**src/rtl/clock_divider_bank.sv**
```systemverilog
// rtl/clock_divider_bank.sv - bank of independent integer clock dividers with glitch-free reconfiguration
module clock_divider_bank #(
    parameter int NUM_CH    = 4,
    parameter int DIV_W     = 16,
    parameter int RESET_DIV = 2,
    localparam int CH_W     = (NUM_CH > 1) ? $clog2(NUM_CH) : 1
) (
    input  logic              clk,
    input  logic              reset,
    input  logic [NUM_CH-1:0] en,
    input  logic              cfg_val,
    output logic              cfg_rdy,
    input  logic [CH_W-1:0]   cfg_ch,
    input  logic [DIV_W-1:0]  cfg_div,
    input  logic              cfg_mode,
    output logic [NUM_CH-1:0] clk_out,
    output logic [NUM_CH-1:0] tick
);

    logic [DIV_W-1:0]  act_div_q  [NUM_CH];
    logic [DIV_W-1:0]  act_div_d  [NUM_CH];
    logic [DIV_W-1:0]  pend_div_q [NUM_CH];
    logic [DIV_W-1:0]  pend_div_d [NUM_CH];
    logic [DIV_W-1:0]  cnt_q      [NUM_CH];
    logic [DIV_W-1:0]  cnt_d      [NUM_CH];
    logic [NUM_CH-1:0] act_mode_q, act_mode_d;
    logic [NUM_CH-1:0] pend_mode_q, pend_mode_d;
    logic [NUM_CH-1:0] pend_q, pend_d;
    logic [NUM_CH-1:0] clk_out_q, clk_out_d;
    logic [NUM_CH-1:0] tick_q, tick_d;
    logic [NUM_CH-1:0] running, boundary, safe_pt, apply, accept;

    always_comb begin
        cfg_rdy = 1'b1;
        for (int i = 0; i < NUM_CH; i++) begin
            if (cfg_ch == CH_W'(i) && pend_q[i]) cfg_rdy = 1'b0;
        end
    end

    always_comb begin
        for (int i = 0; i < NUM_CH; i++) begin
            act_div_d[i]   = act_div_q[i];
            act_mode_d[i]  = act_mode_q[i];
            pend_div_d[i]  = pend_div_q[i];
            pend_mode_d[i] = pend_mode_q[i];
            pend_d[i]      = pend_q[i];
            cnt_d[i]       = '0;
            clk_out_d[i]   = 1'b0;
            tick_d[i]      = 1'b0;

            // A toggle channel that lost its enable keeps running until its high phase ends.
            running[i]  = (act_div_q[i] != '0) &&
                          (en[i] || (!act_mode_q[i] && clk_out_q[i]));
            boundary[i] = running[i] && (cnt_q[i] == act_div_q[i] - DIV_W'(1));
            safe_pt[i]  = !running[i] || (boundary[i] && (act_mode_q[i] || clk_out_q[i]));
            apply[i]    = pend_q[i] && safe_pt[i];
            accept[i]   = cfg_val && cfg_rdy && (cfg_ch == CH_W'(i));

            if (running[i]) begin
                tick_d[i] = boundary[i];
                if (boundary[i]) begin
                    cnt_d[i]     = '0;
                    clk_out_d[i] = act_mode_q[i] ? 1'b1 : !clk_out_q[i];
                end else begin
                    cnt_d[i]     = cnt_q[i] + DIV_W'(1);
                    clk_out_d[i] = act_mode_q[i] ? 1'b0 : clk_out_q[i];
                end
            end

            if (apply[i]) begin
                act_div_d[i]  = pend_div_q[i];
                act_mode_d[i] = pend_mode_q[i];
                pend_d[i]     = 1'b0;
                cnt_d[i]      = '0;
                clk_out_d[i]  = 1'b0;
            end

            // Accept only happens with pend clear, so it never collides with an apply.
            if (accept[i]) begin
                pend_div_d[i]  = cfg_div;
                pend_mode_d[i] = cfg_mode;
                pend_d[i]      = 1'b1;
            end
        end
    end

    always_ff @(posedge clk or negedge reset) begin
        if (!reset) begin
            for (int i = 0; i < NUM_CH; i++) begin
                act_div_q[i]  <= DIV_W'(RESET_DIV);
                pend_div_q[i] <= '0;
                cnt_q[i]      <= '0;
            end
            act_mode_q  <= '0;
            pend_mode_q <= '0;
            pend_q      <= '0;
            clk_out_q   <= '0;
            tick_q      <= '0;
        end else begin
            act_div_q   <= act_div_d;
            pend_div_q  <= pend_div_d;
            cnt_q       <= cnt_d;
            act_mode_q  <= act_mode_d;
            pend_mode_q <= pend_mode_d;
            pend_q      <= pend_d;
            clk_out_q   <= clk_out_d;
            tick_q      <= tick_d;
        end
    end

    assign clk_out = clk_out_q;
    assign tick    = tick_q;

endmodule

```
**config.mk**
```make
export PLATFORM = sky130hd
export DESIGN_NAME = clock_divider_bank
export DESIGN_NICKNAME = d
export VERILOG_FILES = /design/src/rtl/clock_divider_bank.sv
export SDC_FILE = /design/constraint.sdc
export NUM_CORES = 1
export LEC_CHECK = 0
export ABC_AREA = 1
export CAP_MARGIN = 30
export CELL_PAD_IN_SITES_DETAIL_PLACEMENT = 1
export CELL_PAD_IN_SITES_GLOBAL_PLACEMENT = 1
export CORE_AREA = 2 2 190 192
export CTS_BUF_LIST = sky130_fd_sc_hd__clkbuf_4
export DETAILED_ROUTE_END_ITERATION = 10
export DIE_AREA = 0 0 192 194
export GPL_TIMING_DRIVEN = 0
export PLACE_DENSITY = 0.64
export SETUP_SLACK_MARGIN = 0.1
export SLEW_MARGIN = 20
export SYNTH_ARGS = -nofsm -noshare
export SYNTH_HDL_FRONTEND = slang
export SYNTH_SLANG_ARGS = --single-unit
```
**constraint.sdc**
```tcl
create_clock -name clk -period 2.5 [get_ports clk]
set_input_delay 0.625 -clock clk [delete_from_list [all_inputs] [get_ports clk]]
set_output_delay 0.625 -clock clk [all_outputs]
set_load 0.05 [all_outputs]
```
==> results.md <==
* Layout cell share with drive strength beyond 1 at 0.205
* I/O pin count at 35
* Sequential area share after synthesis at 0.434
* Clock Sink Count at about 210
* Fill cell count at ~4.4k
* Routed wire length at roughly 36,000 um
* Compound-cell area share of the yosys netlist at 0.0502
* Worst IR drop on VDD at between 0.0003 and 0.0004 V
* Leak at 7.61 nW
* Die height at between 150 and 200 um
* Top post-synthesis cells by area: dfrtp_1 43%, nand2_1 16%, inv_1 6.2%
* Core ar. at 0.0352 sq mm
* Most used DFF post-synth: dfrtp_1
* CP Class: flip-flop to output port
* Final HPWL DP at 26,400 um
* Simple-gate portion of the synthesized area at 0.369
* Status: complete, but fails checks
* Fin crit period at 2.56 ns
* Main combinational cell family by area after synthesis: simple AND/OR/NAND/NOR gates
* Cell Pwr Density at roughly 1100 mW/mm^2
* Worst-Margin Slew at 0.492 ns
* Clk slew on worst S/H paths at approximately 0.07 ns
* Initial core utilization at 0.347
* Routability Congestion at approximately 0.8
* Die area at 0.0372 sq mm
* CP Data Required Time at 1.88 ns
* CTS tree: built
* Syn nets at 1,694
* Final Max Tran Viols at 0
* Crit path max fanout at 2
* EDFF count, synth at 0
* Maxcap violations at 0
* Pwr Total at 16.5 mW
* Max Freq at 390 MHz
* Number of global-route vias before repair at 11.9k
* GRT Util Overall at 0.198
* CP cell instances: a22o_1 -> a221oi_4 -> buf_6
* Post-synthesis mux area share at 0
* Yosys warns at 0
* Num CTS Buffers at 61
* First-pass iteration count of the detailed router at 4
* Distinct cells, synth at 42
* Area growth from synthesis to layout at 24.1%
* Final worst slack at -0.0634 ns
* Syn Area/Cell at between 7 and 8 sq um
* Crit path largest cell delay at about 0.44 ns
* Placement Rows at 69
* Adder-cell share of the synthesized area at 0.0123
* Final #Nets at 1,845
* Max clock buf depth at 3
* Crit. Startpoint: pend_q[0]
* RSZ-0062 raised after global routing: yes
* Post-synthesis cell type with the largest combined area: dfrtp_1
* # port buffers at 34
* Commonest non-fill, non-tap cell in the layout: nand2_1
* Drc violations at 0
* DR vias at 11.3k
* Xor/xnor share of the synthesized area at 0.0509
* Post-route ant nets at 0
* Root buf cell: clkbuf_4
* Final setup fails at 1
* Initial antenna violation count at 2
* First-pass GRT wire length at 59,700 um
* Largest net degree at the start of global routing at 86
* Wirelength per Cell at 15.5 um
* CP arrival at 1.94 ns
* DR vias/cell at 4.85
* DR iter-0 viols at roughly 320
* Clock Latency Late Sink at approximately 0.8 ns
* Clock Skew at 0.0331 ns
* HP Class: primary input to async pin
* Fin crit share at 1.03
* Failing checks: negative setup slack
* Die width at 192 um
* Synthesized area at 0.0122 sq mm
* Synth Instances at 1,656
* Synth Register Bits at 212
* Crit path launch type: flip-flop
* Worst slew margin at 0.669
* Post-synth ARST share at 1.00
* Critical Path End Type: output port
* GRT overflow at 0
* DP Cell Count at 2,153
* Share of the synthesized area in the top cell type at 0.426
* Most frequent cells in the layout: 461 x nand2_1, 191 x inv_1, 191 x dfrtp_1, 142 x nor2_1, 101 x nand4_1
* Non-Filler Instances at 2,323
* Crit Reg-Reg Startpoint: act_div_q[17]
* Final Hold Vio Count at 0
* Worst path slowest cell: dfrtp_2
* H-Tree Level Count at 2
-- path summary, 6_finish.rpt --
check / end / slack [ns] / cells after the start
max in group asynchronous: act_div_q[41] / 0.95 / 4
min in group clk: pend_div_q[57] / 0.48 / 2
setup / recovery: cfg_rdy / -0.06 / 3
setup reg to reg: clk_out[2] / 0.16 / 15
hold reg to reg: pend_div_q[57] / 0.48 / 2
hold / removal: cnt_q[56] / 0.35 / 2
-- stage by stage --
stage	worst slack (ns)	utilization	setup TNS (ns)	hold slack, ns	cell area (sq um)
after global routing	-0.129	0.431	-0.365	0.360	15200
after global placement	-8.70	0.373	-1850.38	0.458	13200
after floorplan	0.189	-	0	0.329	12200
after detailed placement	-0.855	0.375	-29.92	0.469	13200
after CTS	-0.145	0.407	-0.145	0.313	14300
final	-0.0634	0.431	-0.0634	0.347	15200
-- Yosys cell counts, types with 2 or more instances --
master,count
buf_2,10
clkbuf_1,21
o21ai_0,84
dfstp_2,4
o21bai_1,3
and2_1,2
ha_1,12
nand2_2,7
xor2_1,56
nand3_4,4
a21oi_1,10
nor2_1,171
dfrtp_1,208
nand2_4,4
buf_6,5
nand3_2,3
nor2_4,7
inv_1,201
nand3_1,91
a31oi_1,5
xnor2_1,15
nor3_1,24
nor2_2,16
nand4_1,101
or2_2,6
inv_2,4
nand3b_1,17
nor3b_1,6
nand2_1,530
buf_4,8
o21a_1,3
nor4_1,8
-- kinds of logic (layout without fill, tap and decap cells) --
family	Yosys count	after routing
AND/OR/NAND/NOR	1000	1000
buffers and inverters	250	454
flip-flops	212	212
AO/OA/AOI/OAI	111	111
XOR/XNOR	71	71
adder cells (fa/ha/maj)	12	12
other	0	2
-- final cells by class --
class / count / area [sq um] / area share
Clock buffer: 96 / 721 / 0.0475
Multi-Input combinational cell: 1194 / 6450 / 0.425
Timing Repair Buffer: 89 / 905 / 0.0596
Tap cell: 461 / 577 / 0.0380
Sequential cell: 212 / 5330 / 0.351
Clock inverter: 20 / 111 / 0.00734
Buffer: 43 / 287 / 0.0189
Inverter: 206 / 781 / 0.0515
Antenna cell: 2 / 5.00 / 0.000330
-- repair_timing --
action,in CTS,in global routing
hold endpoints to repair,49,0
pin swaps,14,44
gates resized for setup,55,177
setup endpoints to repair,128,135
hold buffers,1,0
cloned,1,3
setup buffers,20,28
-- power by group --
| part | switching (mW) | internal (mW) | total [mW] |
|---|---|---|---|
| registers | 1.15 | 4.38 | 5.53 |
| logic | 4.54 | 2.96 | 7.49 |
| clock network | 1.61 | 1.84 | 3.45 |
-- sequential cells by signal, summed over array words and instances, names as in the netlist --
signal       cells
clk_out          4
act_div_q       64
pend_mode_q      4
act_mode_q       4
tick             4
pend_div_q      64
cnt_q           64
pend_q           4
-- worst max-delay path, delay by kind of cell (launching register included) --
| family | cells | cell delay, ns |
|---|---|---|
| buffers and inverters | 1 | 0.21 |
| AO/OA/AOI/OAI | 2 | 0.52 |
| flip-flops | 1 | 0.44 |
-- layer usage --
| metal | global-route usage | up-vias | wire length [um] |
|---|---|---|---|
| li1 | - | 5645 | - |
| met1 | 0.262 | 5467 | 16900 |
| met2 | 0.331 | 115 | 17300 |
| met3 | 0.0319 | 46 | 1150 |
| met4 | 0.0599 | 0 | 673 |
| met5 | 0 | - | 0 |
Power figures use the tool's default switching activity.
